`config.mk`:
```
export PLATFORM = sky130hd
export DESIGN_NAME = idex_stage
export DESIGN_NICKNAME = d
export VERILOG_FILES = /design/src/rtl/idex_stage.sv
export SDC_FILE = /design/constraint.sdc
export NUM_CORES = 1
export LEC_CHECK = 0
export ABC_AREA = 1
export ABC_CLOCK_PERIOD_IN_PS = 4100
export CAP_MARGIN = 20
export CORE_AREA = 2 2 152 154
export CTS_CLUSTER_DIAMETER = 100
export CTS_CLUSTER_SIZE = 28
export DETAILED_ROUTE_END_ITERATION = 16
export DIE_AREA = 0 0 154 156
export MAX_ROUTING_LAYER = met4
export PLACE_DENSITY_LB_ADDON = 0.3
export SLEW_MARGIN = 20
export SYNTH_ARGS = -nofsm -noshare
export SYNTH_HDL_FRONTEND = slang
export SYNTH_SLANG_ARGS = --single-unit
```
`constraint.sdc`:
```
create_clock -name clk -period 4.1 [get_ports clk]
set_input_delay 0.82 -clock clk [delete_from_list [all_inputs] [get_ports clk]]
set_output_delay 0.82 -clock clk [all_outputs]
set_load 0.05 [all_outputs]
```
`src/rtl/idex_stage.sv`:
```
// ---------------------------------------------------------------------------
// idex_stage -- ID/EX pipeline register with forwarding-code generation,
// load-use hazard detection and a saturating bubble counter.
//
// Ports
//   clk, rst            : clock, synchronous active-high reset
//   stall               : global freeze, every register holds
//   flush               : squash the instruction currently in ID
//   id_*                : decoded instruction fields from ID
//   exmem_regwrite/_rd  : destination of the instruction in EX/MEM
//   ex_*                : registered copies of the id_* fields, plus ex_valid
//   forwardA/B          : 3'b010 selects the EX/MEM ALU result
//   MEMforwardA/B       : 3'b001 selects the MEM/WB write data
//   hazard_stall        : combinational load-use stall request to PC and IF/ID
//   stall_count         : saturating count of load-use bubbles
// ---------------------------------------------------------------------------
module idex_stage #(
   parameter int unsigned DW = 32,
   parameter int unsigned CW = 16
) (
   input  logic          clk,
   input  logic          rst,
   input  logic          stall,
   input  logic          flush,
   input  logic          id_valid,
   input  logic [4:0]    id_rs,
   input  logic [4:0]    id_rt,
   input  logic [4:0]    id_rd,
   input  logic [DW-1:0] id_rsdata,
   input  logic [DW-1:0] id_rtdata,
   input  logic [DW-1:0] id_imm,
   input  logic          id_regwrite,
   input  logic          id_memread,
   input  logic          id_memwrite,
   input  logic          id_memtoreg,
   input  logic          id_alusrc,
   input  logic [3:0]    id_aluop,
   input  logic          exmem_regwrite,
   input  logic [4:0]    exmem_rd,
   output logic          ex_valid,
   output logic [4:0]    ex_rs,
   output logic [4:0]    ex_rt,
   output logic [4:0]    ex_rd,
   output logic [DW-1:0] ex_rsdata,
   output logic [DW-1:0] ex_rtdata,
   output logic [DW-1:0] ex_imm,
   output logic          ex_regwrite,
   output logic          ex_memread,
   output logic          ex_memwrite,
   output logic          ex_memtoreg,
   output logic          ex_alusrc,
   output logic [3:0]    ex_aluop,
   output logic [2:0]    forwardA,
   output logic [2:0]    forwardB,
   output logic [2:0]    MEMforwardA,
   output logic [2:0]    MEMforwardB,
   output logic          hazard_stall,
   output logic [CW-1:0] stall_count
);

   localparam logic [2:0] FWD_NONE = 3'b000;
   localparam logic [2:0] FWD_MEM  = 3'b001;
   localparam logic [2:0] FWD_EX   = 3'b010;

   logic          ex_valid_q,    ex_valid_d;
   logic [4:0]    ex_rs_q,       ex_rs_d;
   logic [4:0]    ex_rt_q,       ex_rt_d;
   logic [4:0]    ex_rd_q,       ex_rd_d;
   logic [DW-1:0] ex_rsdata_q,   ex_rsdata_d;
   logic [DW-1:0] ex_rtdata_q,   ex_rtdata_d;
   logic [DW-1:0] ex_imm_q,      ex_imm_d;
   logic          ex_regwrite_q, ex_regwrite_d;
   logic          ex_memread_q,  ex_memread_d;
   logic          ex_memwrite_q, ex_memwrite_d;
   logic          ex_memtoreg_q, ex_memtoreg_d;
   logic          ex_alusrc_q,   ex_alusrc_d;
   logic [3:0]    ex_aluop_q,    ex_aluop_d;
   logic [2:0]    fwd_a_q,       fwd_a_d;
   logic [2:0]    fwd_b_q,       fwd_b_d;
   logic [2:0]    mem_fwd_a_q,   mem_fwd_a_d;
   logic [2:0]    mem_fwd_b_q,   mem_fwd_b_d;
   logic [CW-1:0] stall_count_q, stall_count_d;

   logic hazard;
   logic ex_hit_rs, ex_hit_rt, mem_hit_rs, mem_hit_rt;

   // The instruction now in EX is the one that will sit in EX/MEM while the
   // ID instruction executes, so it is the newest producer.
   assign ex_hit_rs  = ex_valid_q & ex_regwrite_q & (ex_rd_q != 5'd0) & (ex_rd_q == id_rs);
   assign ex_hit_rt  = ex_valid_q & ex_regwrite_q & (ex_rd_q != 5'd0) & (ex_rd_q == id_rt);
   assign mem_hit_rs = exmem_regwrite & (exmem_rd != 5'd0) & (exmem_rd == id_rs);
   assign mem_hit_rt = exmem_regwrite & (exmem_rd != 5'd0) & (exmem_rd == id_rt);

   assign hazard = ex_valid_q & ex_memread_q & (ex_rd_q != 5'd0) &
                   ((ex_rd_q == id_rs) | (ex_rd_q == id_rt)) & id_valid;

   always_comb begin
      ex_valid_d    = ex_valid_q;
      ex_rs_d       = ex_rs_q;
      ex_rt_d       = ex_rt_q;
      ex_rd_d       = ex_rd_q;
      ex_rsdata_d   = ex_rsdata_q;
      ex_rtdata_d   = ex_rtdata_q;
      ex_imm_d      = ex_imm_q;
      ex_regwrite_d = ex_regwrite_q;
      ex_memread_d  = ex_memread_q;
      ex_memwrite_d = ex_memwrite_q;
      ex_memtoreg_d = ex_memtoreg_q;
      ex_alusrc_d   = ex_alusrc_q;
      ex_aluop_d    = ex_aluop_q;
      fwd_a_d       = fwd_a_q;
      fwd_b_d       = fwd_b_q;
      mem_fwd_a_d   = mem_fwd_a_q;
      mem_fwd_b_d   = mem_fwd_b_q;
      stall_count_d = stall_count_q;

      if (!stall) begin
         // Data fields are captured even for a bubble; they are don't-care
         // once ex_valid and the control bits are cleared.
         ex_rs_d     = id_rs;
         ex_rt_d     = id_rt;
         ex_rd_d     = id_rd;
         ex_rsdata_d = id_rsdata;
         ex_rtdata_d = id_rtdata;
         ex_imm_d    = id_imm;

         if (flush || hazard) begin
            ex_valid_d    = 1'b0;
            ex_regwrite_d = 1'b0;
            ex_memread_d  = 1'b0;
            ex_memwrite_d = 1'b0;
            ex_memtoreg_d = 1'b0;
            ex_alusrc_d   = 1'b0;
            ex_aluop_d    = '0;
            fwd_a_d       = FWD_NONE;
            fwd_b_d       = FWD_NONE;
            mem_fwd_a_d   = FWD_NONE;
            mem_fwd_b_d   = FWD_NONE;
            // Only load-use bubbles are counted; a flush absorbs a
            // coincident hazard into the same single bubble.
            if (hazard && !flush && (stall_count_q != '1)) begin
               stall_count_d = stall_count_q + 1'b1;
            end
         end else begin
            ex_valid_d    = id_valid;
            ex_regwrite_d = id_regwrite;
            ex_memread_d  = id_memread;
            ex_memwrite_d = id_memwrite;
            ex_memtoreg_d = id_memtoreg;
            ex_alusrc_d   = id_alusrc;
            ex_aluop_d    = id_aluop;
            fwd_a_d       = ex_hit_rs ? FWD_EX : FWD_NONE;
            fwd_b_d       = ex_hit_rt ? FWD_EX : FWD_NONE;
            mem_fwd_a_d   = (mem_hit_rs && !ex_hit_rs) ? FWD_MEM : FWD_NONE;
            mem_fwd_b_d   = (mem_hit_rt && !ex_hit_rt) ? FWD_MEM : FWD_NONE;
         end
      end
   end

   always_ff @(posedge clk) begin
      if (rst) begin
         ex_valid_q    <= 1'b0;
         ex_rs_q       <= '0;
         ex_rt_q       <= '0;
         ex_rd_q       <= '0;
         ex_rsdata_q   <= '0;
         ex_rtdata_q   <= '0;
         ex_imm_q      <= '0;
         ex_regwrite_q <= 1'b0;
         ex_memread_q  <= 1'b0;
         ex_memwrite_q <= 1'b0;
         ex_memtoreg_q <= 1'b0;
         ex_alusrc_q   <= 1'b0;
         ex_aluop_q    <= '0;
         fwd_a_q       <= FWD_NONE;
         fwd_b_q       <= FWD_NONE;
         mem_fwd_a_q   <= FWD_NONE;
         mem_fwd_b_q   <= FWD_NONE;
         stall_count_q <= '0;
      end else begin
         ex_valid_q    <= ex_valid_d;
         ex_rs_q       <= ex_rs_d;
         ex_rt_q       <= ex_rt_d;
         ex_rd_q       <= ex_rd_d;
         ex_rsdata_q   <= ex_rsdata_d;
         ex_rtdata_q   <= ex_rtdata_d;
         ex_imm_q      <= ex_imm_d;
         ex_regwrite_q <= ex_regwrite_d;
         ex_memread_q  <= ex_memread_d;
         ex_memwrite_q <= ex_memwrite_d;
         ex_memtoreg_q <= ex_memtoreg_d;
         ex_alusrc_q   <= ex_alusrc_d;
         ex_aluop_q    <= ex_aluop_d;
         fwd_a_q       <= fwd_a_d;
         fwd_b_q       <= fwd_b_d;
         mem_fwd_a_q   <= mem_fwd_a_d;
         mem_fwd_b_q   <= mem_fwd_b_d;
         stall_count_q <= stall_count_d;
      end
   end

   assign ex_valid     = ex_valid_q;
   assign ex_rs        = ex_rs_q;
   assign ex_rt        = ex_rt_q;
   assign ex_rd        = ex_rd_q;
   assign ex_rsdata    = ex_rsdata_q;
   assign ex_rtdata    = ex_rtdata_q;
   assign ex_imm       = ex_imm_q;
   assign ex_regwrite  = ex_regwrite_q;
   assign ex_memread   = ex_memread_q;
   assign ex_memwrite  = ex_memwrite_q;
   assign ex_memtoreg  = ex_memtoreg_q;
   assign ex_alusrc    = ex_alusrc_q;
   assign ex_aluop     = ex_aluop_q;
   assign forwardA     = fwd_a_q;
   assign forwardB     = fwd_b_q;
   assign MEMforwardA  = mem_fwd_a_q;
   assign MEMforwardB  = mem_fwd_b_q;
   assign hazard_stall = hazard;
   assign stall_count  = stall_count_q;

endmodule

```
==> flow_metrics.env <==
export IMPL_grt_overflow=0
export IMPL_synthesis_area_um2=5535
export IMPL_clk_pin_slew_worst_paths_ps=60
export IMPL_grt_total_usage=0.1575
export IMPL_hold_path_class="register to register"
export IMPL_chipHeight_um=156
export IMPL_power_leakage_uw=0.003611
export IMPL_cts_root_buf="clkbuf_16"
export IMPL_power_share_combinational=0.200
export IMPL_start_util=0.2475
export IMPL_p_int_uw=2774
export IMPL_drc=0
export IMPL_die_w_um=154
export IMPL_drt_total_wl_um=18600
export IMPL_synth_seq_cells=141
export IMPL_synth_ff_type="dfxtp_1"
export IMPL_crit_type="primary input to output pin"
export IMPL_wl_per_cell_um=14.20
export IMPL_synth_edf_count=0
export IMPL_fp_dieArea_um2=24020
export IMPL_cts_resized=0
export IMPL_ys_async_sr_fraction=0
export IMPL_grt_pass1_wl_um=28950
export IMPL_final_util=0.4059
export IMPL_ctsHoldBuffers=0
export IMPL_cap_violations=0
export IMPL_gp_congestion=0.8120
export IMPL_p_switching_uw=1159
export IMPL_rsz0062_at_grt="no"
export IMPL_place_worst_setup_slack_ps=874.8
export IMPL_rows=55
export IMPL_worst_pin_slew_ps=723.1
export IMPL_timing_final_crit_period_ps=3207
export IMPL_vias_per_cell=4.361
export IMPL_dpl_cell_area_um2=8457
export IMPL_fillCellCount=2269
export IMPL_start_kind="primary input"
export IMPL_cp_required_ps=3280
export IMPL_synth_top_cell_by_area="dfxtp_1"
export IMPL_outcome="complete, no violations"
export IMPL_avgSynthCellArea_um2=7.283
export IMPL_cts_tree="yes"
export IMPL_finalSetupTns_ps=0
export IMPL_seq_area_frac_synth=0.5099
export IMPL_synth_area_leaders="dfxtp_1, nor2_1, o21ai_0"
export IMPL_grt_pass1_vias=5313
export IMPL_cp_max_fo=16
export IMPL_fin_nets=1145
export IMPL_worst_skew_pair_late_latency_ps=420
export IMPL_drtIter0Drc=273
export IMPL_synth_top_area_share=0.5099
export IMPL_io_buffers=272
export IMPL_crit_path_end_kind="output pin"
export IMPL_postSynthCellCount=760
export IMPL_stdcell_area_um2=9077
export IMPL_clock_power_share=0.420
export IMPL_cts_sinks=141
export IMPL_vdd_drop_max_v=0.0002344
export IMPL_fmax_mhz=311.8
export IMPL_area_growth_pct=63.99
export IMPL_fin_ws_ps=893.3
export IMPL_grt_max_degree=69
export IMPL_cts_buffer_depth=2
export IMPL_timing_final_crit_share=0.7821
export IMPL_yosys_warnings=0
export IMPL_htree_levels=4
export IMPL_vias=5713
export IMPL_io_pins=281
export IMPL_pwr_share_seq=0.379
export IMPL_grt_antenna_before_repair=0
export IMPL_slew_viol_final=0
export IMPL_synth_cell_type_count=25
export IMPL_max_slew_margin=0.5179
export IMPL_hold_viol=0
export IMPL_core_area_um2=22370
export IMPL_synth_commonest_cells="nor2_1, dfxtp_1, o21ai_0"
export IMPL_worstPathArrival_ps=2390
export IMPL_setup_viol=0
export IMPL_first_pass_iters=4
export IMPL_p_sw_frac=0.2947
export IMPL_dpl_hpwl_um=13010
export IMPL_power_density_nw_per_um2=433.3
export IMPL_synth_most_common_cell="nor2_1"
export IMPL_ant_nets=0
export IMPL_numCtsBuffers=17
export IMPL_drive_gt1_frac=0.05073
export IMPL_fin_skew_ps=8.305
export IMPL_antennaDiodeCount=0
export IMPL_post_cts_buffers=0
area by class of cell:
type / instances / area [um^2] / area share
Sequential cell: 141 / 2823 / 0.3110
Inverter: 32 / 123.9 / 0.01365
Clock buffer: 19 / 432.9 / 0.04769
Clock inverter: 12 / 187.7 / 0.02068
Multi-Input combinational cell: 541 / 2364 / 0.2604
Tap cell: 285 / 356.6 / 0.03928
Timing Repair Buffer: 280 / 2790 / 0.3074
metal layers:
| metal | vias up | track usage | share of wire |
|---|---|---|---|
| li1 | 2935 | - | - |
| met1 | 2547 | 0.2032 | 0.47 |
| met2 | 200 | 0.2357 | 0.45 |
| met3 | 31 | 0.04139 | 0.060 |
| met4 | 0 | 0.06142 | 0.022 |
| met5 | - | - | 0 |
critical path, stage by stage:
cell and delay (ps):
clkdlybuf4s50_1 500, inv_1 90, nand2_1 60, nand2_1 50, nor2_1 170, nand3_2 110
nand2_2 140, nand2_4 160, inv_1 80, buf_4 190
registers in the layout, summed over array words and instances, names as in the netlist:
signal and cells:
MEMforwardA 1, MEMforwardB 1, ex_aluop 4, ex_alusrc 1
ex_imm 32, ex_memread 1, ex_memtoreg 1, ex_memwrite 1
ex_rd 5, ex_regwrite 1, ex_rs 5, ex_rsdata 32
ex_rt 5, ex_rtdata 32, ex_valid 1, forwardA 1
forwardB 1, stall_count 16
stage by stage:
stage | instances | hold slack, ps | power (uW)
floorplan | 767 | 689.5 | 1982
global placement | 1279 | 451.7 | 2314
detailed placement | 1279 | 455.2 | 2317
CTS | 1310 | 465.5 | 3998
global route | 1310 | 488.3 | 4110
finish | 1310 | 460.4 | 3933
logic make-up after synthesis:
kind of cell    count (synthesis)  share of synthesized area
xor+xnor                        6                   0.009494
simple gates                  371                     0.2697
other cells                     1                  0.0006775
buf+inv                        85                    0.06781
compound gates                155                     0.1401
fa+ha+maj                       1                   0.002260
flops                         141                     0.5099
power groups by stage:
stage                     Clock (uW)  Sequential, uW  Combinational [uW]
after floorplan                    0            1790                 187
after global placement             0            1520                 793
after detailed placement           0            1520                 793
after CTS                       1710            1490                 796
after global routing            1770            1500                 840
final                           1650            1490                 788
placed cells by master, fill, tap and decap left out, types with 2 or more instances in the layout:
cell / instances
clkdlybuf4s50_1: 270
clkinvlp_4: 2
clkinv_4: 3
inv_1: 26
nand2_1: 77
dfxtp_1: 141
bufinv_16: 4
buf_4: 9
inv_6: 3
nor2_2: 4
nand4_1: 5
conb_1: 8
clkbuf_16: 17
a21oi_1: 39
xnor2_1: 6
clkbuf_1: 2
o21ai_0: 115
inv_2: 3
nor3_1: 2
nor2_1: 240
nand3_1: 38
worst paths after layout:
kind / start / endpoint / slack (ps) / cells past startpoint
worst min register to register: ex_aluop[1] / ex_aluop[1] / 460 / 2
worst max register to register: ex_rd[0] / stall_count[9] / 2030 / 11
worst min-delay path: ex_aluop[1] / ex_aluop[1] / 460 / 2
worst max-delay path: id_rs[3] / hazard_stall / 890 / 10
No activity file was read; power rests on OpenSTA's default activity.
